===== config.mk =====
export PLATFORM = sky130hd
export DESIGN_NAME = state_queue
export DESIGN_NICKNAME = d
export VERILOG_FILES = /design/src/rtl/state_queue_pkg.sv /design/src/rtl/state_ram.sv /design/src/rtl/state_queue.sv
export SDC_FILE = /design/constraint.sdc
export NUM_CORES = 1
export LEC_CHECK = 0
export ABC_CLOCK_PERIOD_IN_PS = 2500
export CORE_MARGIN = 2
export CORE_UTILIZATION = 45
export DETAILED_ROUTE_END_ITERATION = 7
export GPL_TIMING_DRIVEN = 0
export PLACE_DENSITY = 0.65
export SLEW_MARGIN = 20
export SYNTH_ARGS = -nofsm -noshare
export SYNTH_HDL_FRONTEND = slang
export SYNTH_SLANG_ARGS = --single-unit

===== constraint.sdc =====
create_clock -name iCLK -period 2.5 [get_ports iCLK]
set_clock_uncertainty 0.2 [all_clocks]
set_input_delay 0.25 -clock iCLK [delete_from_list [all_inputs] [get_ports iCLK]]
set_output_delay 0.25 -clock iCLK [all_outputs]
set_load 0.02 [all_outputs]

===== src/rtl/state_queue_pkg.sv =====
// Shared network definitions for the state queue: vector width rule,
// occupancy width rule and the per-cycle queue operation encoding.
package state_queue_pkg;

  // Width of one activation vector: NC neurons of WF bits each.
  function automatic int unsigned vec_w(input int unsigned nc, input int unsigned wf);
    return nc * wf;
  endfunction

  // Width needed to count 0..DEPTH entries inclusive.
  function automatic int unsigned lvl_w(input int unsigned depth);
    return $clog2(depth + 1);
  endfunction

  // Queue operation for a cycle, encoded as {push, pop}.
  typedef enum logic [1:0] {
    OP_IDLE = 2'b00,
    OP_POP  = 2'b01,
    OP_PUSH = 2'b10,
    OP_BOTH = 2'b11
  } op_e;

endpackage


===== src/rtl/state_ram.sv =====
// Vector storage for the state queue: one write port and one registered
// read port. A write to the address being read appears on the read register
// in the same cycle so a freshly pushed head is visible right after its edge.
module state_ram #(
  parameter int unsigned DEPTH = 4,
  parameter int unsigned W     = 35,
  parameter int unsigned AW    = 2
) (
  input  logic          clk,
  input  logic          rst,
  input  logic          we,
  input  logic [AW-1:0] waddr,
  input  logic [W-1:0]  wdata,
  input  logic [AW-1:0] raddr,
  output logic [W-1:0]  rdata
);

  logic [W-1:0] mem [DEPTH];

  // Storage write; contents need no reset.
  always_ff @(posedge clk) begin
    if (we) mem[waddr] <= wdata;
  end

  // Registered read with write-through on address collision.
  always_ff @(posedge clk) begin
    if (rst)                      rdata <= '0;
    else if (we && waddr == raddr) rdata <= wdata;
    else                          rdata <= mem[raddr];
  end

endmodule


===== src/rtl/state_queue.sv =====
// FIFO of neuron state vectors between a producing and a consuming layer.
// In training mode accepted vectors are stored; in inference mode they are
// accepted and dropped. Pointer, level and handshake logic live here; the
// vectors themselves live in state_ram.
module state_queue
  import state_queue_pkg::*;
#(
  parameter int unsigned NC    = 7,
  parameter int unsigned WF    = 5,
  parameter int unsigned DEPTH = 4,
  parameter string       BURST = "yes"
) (
  input  logic                      iCLK,
  input  logic                      iRST,
  input  logic                      iMode,
  input  logic                      iValid_AM_State1,
  output logic                      oReady_AM_State1,
  input  logic [vec_w(NC,WF)-1:0]   iData_AM_State1,
  output logic                      oValid_BM_State1,
  input  logic                      iReady_BM_State1,
  output logic [vec_w(NC,WF)-1:0]   oData_BM_State1,
  output logic [lvl_w(DEPTH)-1:0]   oLevel
);

  localparam int unsigned W  = vec_w(NC, WF);
  localparam int unsigned LW = lvl_w(DEPTH);
  localparam int unsigned AW = $clog2(DEPTH);
  localparam bit          BURST_EN = (BURST == "yes");
  localparam logic [AW-1:0] LAST = AW'(DEPTH - 1);
  localparam logic [LW-1:0] FULL = LW'(DEPTH);

  logic [AW-1:0] wr_ptr, rd_ptr, rd_next, wr_next;
  logic [LW-1:0] level;
  logic          push, pop, room;
  logic [W-1:0]  head;
  op_e           op;

  function automatic logic [AW-1:0] inc_ptr(input logic [AW-1:0] p);
    return (p == LAST) ? '0 : p + 1'b1;
  endfunction

  // Handshake decode and next read pointer.
  always_comb begin
    room             = (level != FULL);
    oValid_BM_State1 = (level != '0);
    pop              = oValid_BM_State1 && iReady_BM_State1;
    if (iRST)          oReady_AM_State1 = 1'b1;
    else if (!iMode)   oReady_AM_State1 = 1'b1;
    else if (BURST_EN) oReady_AM_State1 = room || iReady_BM_State1;
    else               oReady_AM_State1 = room;
    push    = iValid_AM_State1 && oReady_AM_State1 && iMode;
    op      = op_e'({push, pop});
    rd_next = pop  ? inc_ptr(rd_ptr) : rd_ptr;
    wr_next = push ? inc_ptr(wr_ptr) : wr_ptr;
  end

  // Pointer and occupancy registers.
  always_ff @(posedge iCLK) begin
    if (iRST) begin
      wr_ptr <= '0;
      rd_ptr <= '0;
      level  <= '0;
    end else begin
      wr_ptr <= wr_next;
      rd_ptr <= rd_next;
      case (op)
        OP_PUSH: level <= level + 1'b1;
        OP_POP:  level <= level - 1'b1;
        default: level <= level;
      endcase
    end
  end

  // The RAM reads the slot that will be head after this edge, so the read
  // register always holds the current head once the edge has passed.
  state_ram #(
    .DEPTH (DEPTH),
    .W     (W),
    .AW    (AW)
  ) u_ram (
    .clk   (iCLK),
    .rst   (iRST),
    .we    (push && !iRST),
    .waddr (wr_ptr),
    .wdata (iData_AM_State1),
    .raddr (rd_next),
    .rdata (head)
  );

  // Slots left behind by pops or a reset are never shown.
  assign oData_BM_State1 = oValid_BM_State1 ? head : '0;
  assign oLevel          = level;

endmodule


==> results.json, run 1 <==
{
  "clk_transition_reported_paths_ns": 0.06,
  "cts_inserted_buffers": 17,
  "timing.critical_path.slowest_stage_cell": "and2_2",
  "ys.warnings.count": 0,
  "synth_largest_area_cell": "edfxtp_1",
  "dominantRegCellSynth": "edfxtp_1",
  "port-buffer-count": 79,
  "die-area_um2": 16800,
  "placeableCoreArea_um2": 15300,
  "finalWorstPathRequiredPeriod_ns": 2.51,
  "pin_count_of_the_biggest_net_entering_global_routing": 36,
  "syn-instance-count": 472,
  "grt_first_pass_wirelength_um": 24100,
  "floorplan.rows": 45,
  "multiInputGateArea_um2": 1930,
  "regToRegStartpoint": "oLevel[2]$_SDFFE_PP0P_",
  "cts_hold_buffers": 0,
  "timing.critical_path.buf_inv": 1,
  "max_clock_freq_mhz": 398,
  "hold_violations": 0,
  "cts_root_buffer": "clkbuf_16",
  "crit-reg2reg-capture": "u_ram.mem[0][16]$_DFFE_PP_",
  "critPathArrivalTime_ns": 2.35,
  "global_route.usage.total": 0.194,
  "worst_r2r_path_depth": 5,
  "ys_async_sr_fraction": 0,
  "worstHoldPathType": "input port to register",
  "first_global_vias": 4344,
  "register_area_um2": 5050,
  "synth_sequential_area_ratio": 0.710,
  "clock_tree.buffer_depth": 2,
  "hold_crit_depth": 1,
  "detailedPlace.worstSlack_ns": -0.670,
  "power.clock.fraction": 0.297,
  "drt_first_pass_iters": 5,
  "total_switching_power_uw": 3050,
  "syn2layout_area_growth_pct": 28.2,
  "min_to": "u_ram.mem[1][21]$_DFFE_PP_",
  "route.final.wire_length_um": 15700,
  "status": "complete, but fails checks",
  "grt_overflow": 0,
  "crit_path_end_kind": "register",
  "power-per-cell-area_nw_per_um2": 1110,
  "worst_slew_pin_slew_ns": 1.08,
  "detail_route.wl_per_cell_um": 19.4,
  "synth_area_leaders": "edfxtp_1 59%, dfxtp_1 12%, mux2i_1 5.1%",
  "power.leakage_uw": 0.00351,
  "synth_enable_flop_cells": 140,
  "num-fill-cells": 1230,
  "detailroute.via_count": 4325,
  "cts_num_sinks": 182,
  "num-nets-final": 633,
  "place_congestion": 0.730,
  "cts_tree": "built",
  "setup_total_negative_slack_ns": -0.209,
  "startpoint_type": "register",
  "finalHoldWorstSlack_ns": 0.303,
  "htree_levels": 4,
  "synth_top_cell_area_share": 0.592,
  "detail-route-antenna-nets": 0,
  "grt_setup_unrepaired": "yes",
  "min_delay_startpoint": "iData_AM_State1[21]",
  "postSynthNetCount": 519,
  "finish.utilization": 0.595,
  "worst_skew_pair.late_latency_ns": 0.42,
  "combinational_group_share_of_total_power": 0.337,
  "power_report.internal_total_uw": 7030,
  "seq_power_share": 0.366,
  "drc": 0,
  "die_x_um": 130,
  "syn_area_per_cell_um2": 15.1,
  "pnr_worst_setup_slack_ns": -0.0127,
  "timing.setup.critical_path_class": "register to register",
  "finalInstanceArea_um2": 9110,
  "synth-seq-cells": 182,
  "post_detailed_placement_cell_area_um2": 8170,
  "largest_voltage_drop_on_the_vdd_net_mv": 0.572,
  "drt-initial-drc-count": 333,
  "synth.cell_area_um2": 7100,
  "timing.final.crit_share": 1.01,
  "final-max-slew-violation-count": 0,
  "floorplan.initialDensity": 0.464,
  "slew_headroom": 0.279,
  "viasPerCell": 5.34,
  "cap_violations": 0,
  "grt_antenna_before_repair": 0,
  "fraction_of_final_layout_cells_sized_beyond_drive_strength_1": 0.135,
  "failing_checks": "negative setup slack",
  "path_cells": "nor4bb_4 -> a21o_1 -> buf_6 -> nor2_1 -> and2_2",
  "worst-r2r-setup-slack_ns": -0.01,
  "p_sw_frac": 0.303,
  "fp.dieH_um": 130,
  "detailedPlacementHpwl_um": 9010,
  "required_time_of_the_worst_setup_path_ns": 2.34,
  "yosys.cell_count.top_type": "edfxtp_1",
  "ioPinCount": 80,
  "synth_commonest_cells": "140 x edfxtp_1, 42 x dfxtp_1, 38 x a21oi_1, 36 x mux2i_1, 36 x nor2b_1",
  "netlist-cell-type-count": 27,
  "cp_max_fo": 35,
  "setup_violations": 25,
  "cpPeakStageDelay_ns": 0.91,
  "cp_top_family": "simple AND/OR/NAND/NOR gates",
  "diodes": 0
}
## layout by cell type, fill, tap and decap left out, types with 2 or more instances in the layout
cell type        count
edfxtp_1           140
clkdlybuf4s50_1     69
dfxtp_1             39
a21oi_1             37
nor2b_1             36
mux2i_1             36
nand2b_1            35
a22oi_1             35
a22o_1              35
clkbuf_16           21
buf_4               16
clkbuf_1            12
nor2_1              10
dlymetal6s2s_1       9
buf_6                8
inv_1                7
clkbuf_2             5
ha_1                 5
buf_2                4
and2_2               4
clkbuf_8             4
bufinv_16            3
clkbuf_4             2
nand2_1              2
o31a_1               2
mux2i_4              2
xor2_1               2
dfxtp_2              2
## per-layer routing
layer | part of all wire | global-route usage | vias to the layer above
li1 | - | - | 2009
met1 | 0.45 | 0.264 | 2161
met2 | 0.48 | 0.313 | 142
met3 | 0.054 | 0.0405 | 13
met4 | 0.011 | 0.0633 | 0
met5 | 0 | 0 | -
## cells by family after synthesis
| logic type | after synthesis | synth area share |
|---|---|---|
| DFF | 182 | 0.710 |
| AOI/OAI and AO/OA | 112 | 0.111 |
| and+or+nand+nor | 92 | 0.0791 |
| muxes | 38 | 0.0546 |
| buffers and inverters | 37 | 0.0268 |
| adders and majority gates | 7 | 0.0134 |
| xor gates and xnor gates | 4 | 0.00493 |
## worst max path at each step
stage	cells after the start	end	from
4_1_cts	5	u_ram.mem[0][6]$_DFFE_PP_	oLevel[2]$_SDFFE_PP0P_
3_5_place_dp	8	u_ram.rdata[23]$_SDFF_PP0_	iReady_BM_State1
5_1_grt	5	u_ram.mem[0][22]$_DFFE_PP_	oLevel[0]$_SDFFE_PP0P_
2_1_floorplan	9	oLevel[2]$_SDFFE_PP0P_	oLevel[2]$_SDFFE_PP0P_
6_report	5	u_ram.mem[0][16]$_DFFE_PP_	oLevel[2]$_SDFFE_PP0P_
3_3_place_gp	8	u_ram.rdata[22]$_SDFF_PP0_	iReady_BM_State1
## cell type report
class | instances | share of cell area
clock buffers | 28 | 0.0650
clock inverters | 4 | 0.0104
flip-flops and latches | 182 | 0.554
multi-input cells | 253 | 0.212
inverters | 7 | 0.00288
repair buffers | 95 | 0.104
plain buffers | 30 | 0.0227
well taps | 211 | 0.0290
## sequential cells by signal (all words and copies together), names as in the netlist
signal / count
u_ram.rdata: 35
u_ram.mem: 140
wr_ptr: 2
rd_ptr: 2
oLevel: 3
## metrics by stage
step | instances | total power (µW)
floorplan | 472 | 5640
global placement | 762 | 6780
detailed placement | 762 | 6840
CTS | 804 | 10000
global route | 810 | 10500
finish | 810 | 10100
## what timing repair did
item                                    in CTS  in global routing
endpoints found under the setup margin     213                186
pin swaps                                    3                  1
resized for setup                           22                 25
buffers inserted                            10                  6
## power by group through the flow
stage	logic, µW	registers (µW)	clock network (µW)
after floorplan	1920	3710	0
after global placement	3060	3720	0
after detailed placement	3100	3740	0
after CTS	3300	3690	3020
after global routing	3660	3720	3150
final	3390	3690	3000
Note: power is estimated with default switching activity, not from simulation.
==> inputs of run 2 (changes only) <==
--- a/config.mk
+++ b/config.mk
@@ -6,11 +6,14 @@
 export NUM_CORES = 1
 export LEC_CHECK = 0
 export ABC_CLOCK_PERIOD_IN_PS = 2500
+export CELL_PAD_IN_SITES_DETAIL_PLACEMENT = 2
+export CELL_PAD_IN_SITES_GLOBAL_PLACEMENT = 2
 export CORE_MARGIN = 2
-export CORE_UTILIZATION = 45
+export CORE_UTILIZATION = 36
 export DETAILED_ROUTE_END_ITERATION = 7
 export GPL_TIMING_DRIVEN = 0
-export PLACE_DENSITY = 0.65
+export PLACE_DENSITY = 0.71
+export SKIP_LAST_GASP = 1
 export SLEW_MARGIN = 20
 export SYNTH_ARGS = -nofsm -noshare
 export SYNTH_HDL_FRONTEND = slang
==> results.json, run 2 (same netlist as run 1, synthesis figures left out) <==
{
  "clk_transition_reported_paths_ns": 0.07,
  "detail-route-antenna-nets": 0,
  "multiInputGateArea_um2": 1960,
  "totalPowerFinal_uw": 10100,
  "detailedPlace.worstSlack_ns": -0.761,
  "detailedPlacementHpwl_um": 11300,
  "place_congestion": 0.722,
  "p_sw_frac": 0.328,
  "port-buffer-count": 79,
  "largest_register_ffs": 140,
  "worstHoldPathType": "input port to register",
  "die-area_um2": 20900,
  "pnr_worst_setup_slack_ns": -0.00382,
  "cp_max_fo": 8,
  "syn2layout_area_growth_pct": 29.7,
  "fraction_of_final_layout_cells_sized_beyond_drive_strength_1": 0.146,
  "power.leakage_uw": 0.00362,
  "worst_skew_pair.late_latency_ns": 0.43,
  "hold_violations": 0,
  "htree_levels": 4,
  "mostFrequentLayoutCell": "edfxtp_1",
  "detail_route.wl_per_cell_um": 22.8,
  "combinational_group_share_of_total_power": 0.361,
  "num-fill-cells": 1890,
  "slew_headroom": 0.590,
  "grt_first_pass_wirelength_um": 28900,
  "timing.final.crit_share": 1.00,
  "floorplan.initialDensity": 0.366,
  "finish.utilization": 0.475,
  "grt_overflow": 0,
  "fin_cells": 862,
  "pin_count_of_the_biggest_net_entering_global_routing": 36,
  "placeableCoreArea_um2": 19400,
  "cts_num_sinks": 182,
  "die_x_um": 144,
  "failing_checks": "negative setup slack",
  "cts_inserted_buffers": 17,
  "route.final.wire_length_um": 19600,
  "most_frequent_cells_in_the_layout": "140 x edfxtp_1, 55 x clkdlybuf4s50_1, 39 x dfxtp_1, 38 x a21oi_1",
  "drc": 0,
  "critPathArrivalTime_ns": 2.61,
  "register_area_um2": 5060,
  "floorplan.rows": 51,
  "diodes": 0,
  "grt_setup_unrepaired": "yes",
  "largest_register": "u_ram.mem",
  "cts_tree": "built",
  "finalWorstPathRequiredPeriod_ns": 2.50,
  "final-max-slew-violation-count": 0,
  "num-nets-final": 631,
  "seq_power_share": 0.365,
  "fp.dieH_um": 144,
  "crit_path_end_kind": "register",
  "first_global_vias": 5003,
  "status": "complete, but fails checks",
  "grt_antenna_before_repair": 1,
  "power-per-cell-area_nw_per_um2": 1100,
  "drt-initial-drc-count": 204,
  "ioPinCount": 80,
  "power_report.internal_total_uw": 6810,
  "timing.setup.critical_path_class": "register to register",
  "cap_violations": 0,
  "cts_root_buffer": "clkbuf_16",
  "global_route.usage.total": 0.189,
  "total_switching_power_uw": 3320,
  "detailroute.via_count": 4423,
  "viasPerCell": 5.13,
  "startpoint_type": "register",
  "power.clock.fraction": 0.273,
  "drt_first_pass_iters": 4,
  "clock_tree.buffer_depth": 2,
  "dp.cells": 817,
  "setup_violations": 2,
  "max_clock_freq_mhz": 399,
  "worst_slew_pin_slew_ns": 0.615,
  "required_time_of_the_worst_setup_path_ns": 2.61,
  "largest_voltage_drop_on_the_vdd_net_mv": 0.560
}
[run 2: cell types whose count changed in the layout (fill, tap and decap cells not counted), moves of 4 or more]
cell             change
buf_4                -5
clkinvlp_4           +4
clkbuf_1             -9
and2_2               -4
clkdlybuf4s50_1     -14
and2_4               +4
clkbuf_2             +4
buf_2                -4
dlygate4sd2_1       +11
[run 2: cell type report]
type,count,share of cell area
repair buffers,95,0.106
inverters,7,0.00285
flip-flops and latches,182,0.549
plain buffers,28,0.0270
well taps,265,0.0360
multi-input cells,253,0.213
clock buffers,20,0.0496
clock inverters,12,0.0164
[run 2: power by group through the flow]
stage                     logic [µW]  clock network [µW]  registers [µW]
after CTS                       3590                2800            3690
after detailed placement        3290                   0            3740
after global routing            3960                2920            3730
after floorplan                 1920                   0            3710
after global placement          3150                   0            3720
final                           3660                2770            3700
[run 2: worst max-delay path, stage by stage, from the launching register on]
cell,delay (ns)
dfxtp_4,0.38
o31a_1,0.34
buf_6,0.15
mux2i_4,0.18
buf_12,0.15
xnor2_4,0.14
o31a_1,0.32
buf_6,0.16
buf_8,0.14
a22o_1,0.21
[run 2: repair_timing]
item,4_1_cts,5_1_grt
cloned,0,1
gates resized for setup,47,41
setup endpoints to repair,214,127
setup buffers,9,6
hold buffers,0,0
pin swaps,3,5
[run 2: path summary, 6_finish.rpt]
check                                             endpoint  slack, ns  cells past startpoint              startpoint
worst min register to register      oLevel[0]$_SDFFE_PP0P_       0.39                      2  oLevel[0]$_SDFFE_PP0P_
worst max-delay path            u_ram.rdata[16]$_SDFF_PP0_     -0.004                      9  oLevel[0]$_SDFFE_PP0P_
worst min-delay path            u_ram.mem[0][28]$_DFFE_PP_       0.29                      1     iData_AM_State1[28]
worst max register to register  u_ram.rdata[16]$_SDFF_PP0_     -0.004                      9  oLevel[0]$_SDFFE_PP0P_
[run 2: stage by stage]
stage	TNS (ns)	area [µm²]	hold slack [ns]
after global routing	-2.23	9210	0.292
after CTS	-9.65	9040	0.276
after global placement	-121.15	8230	0.323
final	-0.00721	9210	0.289
after detailed placement	-99.50	8250	0.363
after floorplan	-0.0452	7110	0.149
[run 2: metal layers]
layer / vias to the layer above / track usage / wire (µm)
li1: 1999 / - / -
met1: 2309 / 0.235 / 8290
met2: 97 / 0.338 / 10400
met3: 18 / 0.0384 / 673
met4: 0 / 0.0460 / 306
met5: - / 0 / 0
==> inputs of run 3 (changes only) <==
--- a/config.mk
+++ b/config.mk
@@ -12,7 +12,7 @@
 export CORE_UTILIZATION = 36
 export DETAILED_ROUTE_END_ITERATION = 7
 export GPL_TIMING_DRIVEN = 0
-export PLACE_DENSITY = 0.71
+export PLACE_DENSITY = 0.8
 export SKIP_LAST_GASP = 1
 export SLEW_MARGIN = 20
 export SYNTH_ARGS = -nofsm -noshare
==> results.json, run 3 (same netlist as run 1, synthesis figures left out) <==
{
  "final-max-slew-violation-count": 0,
  "cpPeakStageDelay_ns": 0.37,
  "htree_levels": 4,
  "cts_root_buffer": "clkbuf_16",
  "cp_top_family": "compound AO/OA/AOI/OAI gates",
  "detailedPlace.worstSlack_ns": -0.871,
  "worst_slew_pin_slew_ns": 0.617,
  "floorplan.initialDensity": 0.366,
  "detailroute.via_count": 4461,
  "diodes": 0,
  "multiInputGateArea_um2": 1980,
  "largest_register_ffs": 140,
  "failing_checks": "negative setup slack",
  "place_congestion": 0.725,
  "hold_violations": 0,
  "power-per-cell-area_nw_per_um2": 1090,
  "cts_hold_buffers": 0,
  "most_frequent_cells_in_the_layout": "140 x edfxtp_1, 47 x clkdlybuf4s50_1, 39 x dfxtp_1, 37 x a21oi_1",
  "num-nets-final": 640,
  "crit_path_end_kind": "register",
  "max_clock_freq_mhz": 397,
  "cts_num_sinks": 182,
  "clock_tree.buffer_depth": 2,
  "status": "complete, but fails checks",
  "grt_setup_unrepaired": "yes",
  "pin_count_of_the_biggest_net_entering_global_routing": 36,
  "detail-route-antenna-nets": 0,
  "timing.setup.critical_path_class": "register to register",
  "cp_max_fo": 10,
  "syn2layout_area_growth_pct": 30.2,
  "clk_transition_reported_paths_ns": 0.07,
  "startpoint_type": "register",
  "cap_violations": 0,
  "finish.utilization": 0.477,
  "die-area_um2": 20900,
  "floorplan.rows": 51,
  "drt_first_pass_iters": 4,
  "pnr_worst_setup_slack_ns": -0.0206,
  "num-fill-cells": 1886,
  "fp.dieH_um": 144,
  "required_time_of_the_worst_setup_path_ns": 2.61,
  "drt-initial-drc-count": 261,
  "worstHoldPathType": "input port to register",
  "cts_tree": "built",
  "viasPerCell": 5.12,
  "power.leakage_uw": 0.00371,
  "timing.critical_path.slowest_stage_cell": "dfxtp_4",
  "worst_skew_pair.late_latency_ns": 0.44,
  "first_global_vias": 5121,
  "timing.critical_path.buf_inv": 4,
  "crit_top_cell": "buf_6",
  "grt_antenna_before_repair": 0,
  "finalWorstPathRequiredPeriod_ns": 2.52,
  "mostFrequentLayoutCell": "edfxtp_1",
  "path_cells": "o31a_1 -> buf_12 -> mux2i_4 -> buf_6 -> xnor2_4 -> o31a_1 -> buf_6 -> buf_6 -> a22o_1",
  "cts_inserted_buffers": 17,
  "fraction_of_final_layout_cells_sized_beyond_drive_strength_1": 0.163,
  "global_route.usage.total": 0.202,
  "detailedPlacementHpwl_um": 12200,
  "critPathArrivalTime_ns": 2.64,
  "port-buffer-count": 79,
  "grt_overflow": 0,
  "drc": 0,
  "grt_first_pass_wirelength_um": 30400,
  "setup_violations": 5,
  "route.final.wire_length_um": 20800,
  "largest_register": "u_ram.mem",
  "timing.final.crit_share": 1.01,
  "slew_headroom": 0.588,
  "placeableCoreArea_um2": 19400,
  "largest_voltage_drop_on_the_vdd_net_mv": 0.547,
  "register_area_um2": 5050,
  "totalPowerFinal_uw": 10000,
  "die_x_um": 144,
  "detail_route.wl_per_cell_um": 23.9,
  "ioPinCount": 80
}
## run 3: cell count changes in the layout (fill, tap and decap cells not counted), moves of 2 or more
cell / delta
clkdlybuf4s50_1: -8
dlygate4sd2_1: +4
buf_4: +10
dlymetal6s2s_1: +4
buf_12: -2
clkbuf_1: +2
clkbuf_4: -2
## run 3: final timing paths
check                              start  slack [ns]                         end  cells after the start
setup / recovery  oLevel[0]$_SDFFE_PP0P_       -0.02   u_ram.rdata[0]$_SDFF_PP0_                      9
hold / removal       iData_AM_State1[27]        0.28  u_ram.mem[1][27]$_DFFE_PP_                      1
setup reg to reg  oLevel[0]$_SDFFE_PP0P_       -0.02   u_ram.rdata[0]$_SDFF_PP0_                      9
hold reg to reg   oLevel[2]$_SDFFE_PP0P_        0.40      oLevel[2]$_SDFFE_PP0P_                      2
## run 3: power breakdown
| group | total, µW | leakage (µW) | internal [µW] | switching, µW |
|---|---|---|---|---|
| Sequential | 3700 | 0.00162 | 3570 | 128 |
| Combinational | 3710 | 0.00183 | 1640 | 2070 |
| Clock | 2630 | 0.000266 | 1470 | 1160 |
| Total | 10000 | 0.00371 | 6690 | 3360 |
## run 3: area by class of cell
cell class,count,share of cell area
inverter,7,0.00284
sequential,182,0.546
clock inverter,12,0.0139
buffer,29,0.0252
tap,265,0.0358
timing repair buffer,103,0.114
clock buffer,20,0.0472
multi-input combinational,253,0.214
## run 3: per-stage QoR
stage               instances  instance area [µm²]  setup TNS, ns  hold WS, ns
finish                    871                 9250        -0.0398        0.279
global route              871                 9250          -1.61        0.288
CTS                       864                 9040          -7.31        0.270
detailed placement        817                 8250        -110.62        0.370
global placement          816                 8230        -113.89        0.319
floorplan                 472                 7110        -0.0452        0.149
## run 3: timing repair
item | in CTS | in global routing
endpoints found under the setup margin | 214 | 121
buffers inserted | 15 | 7
cloned | 0 | 2
resized for setup | 49 | 50
pin swaps | 7 | 11
hold endpoints to repair | 0 | 0
## run 3: layer usage
layer,routed length (µm),GRT usage
met5,0,0
met4,336,0.0608
met3,671,0.0371
met2,11200,0.376
met1,8540,0.235
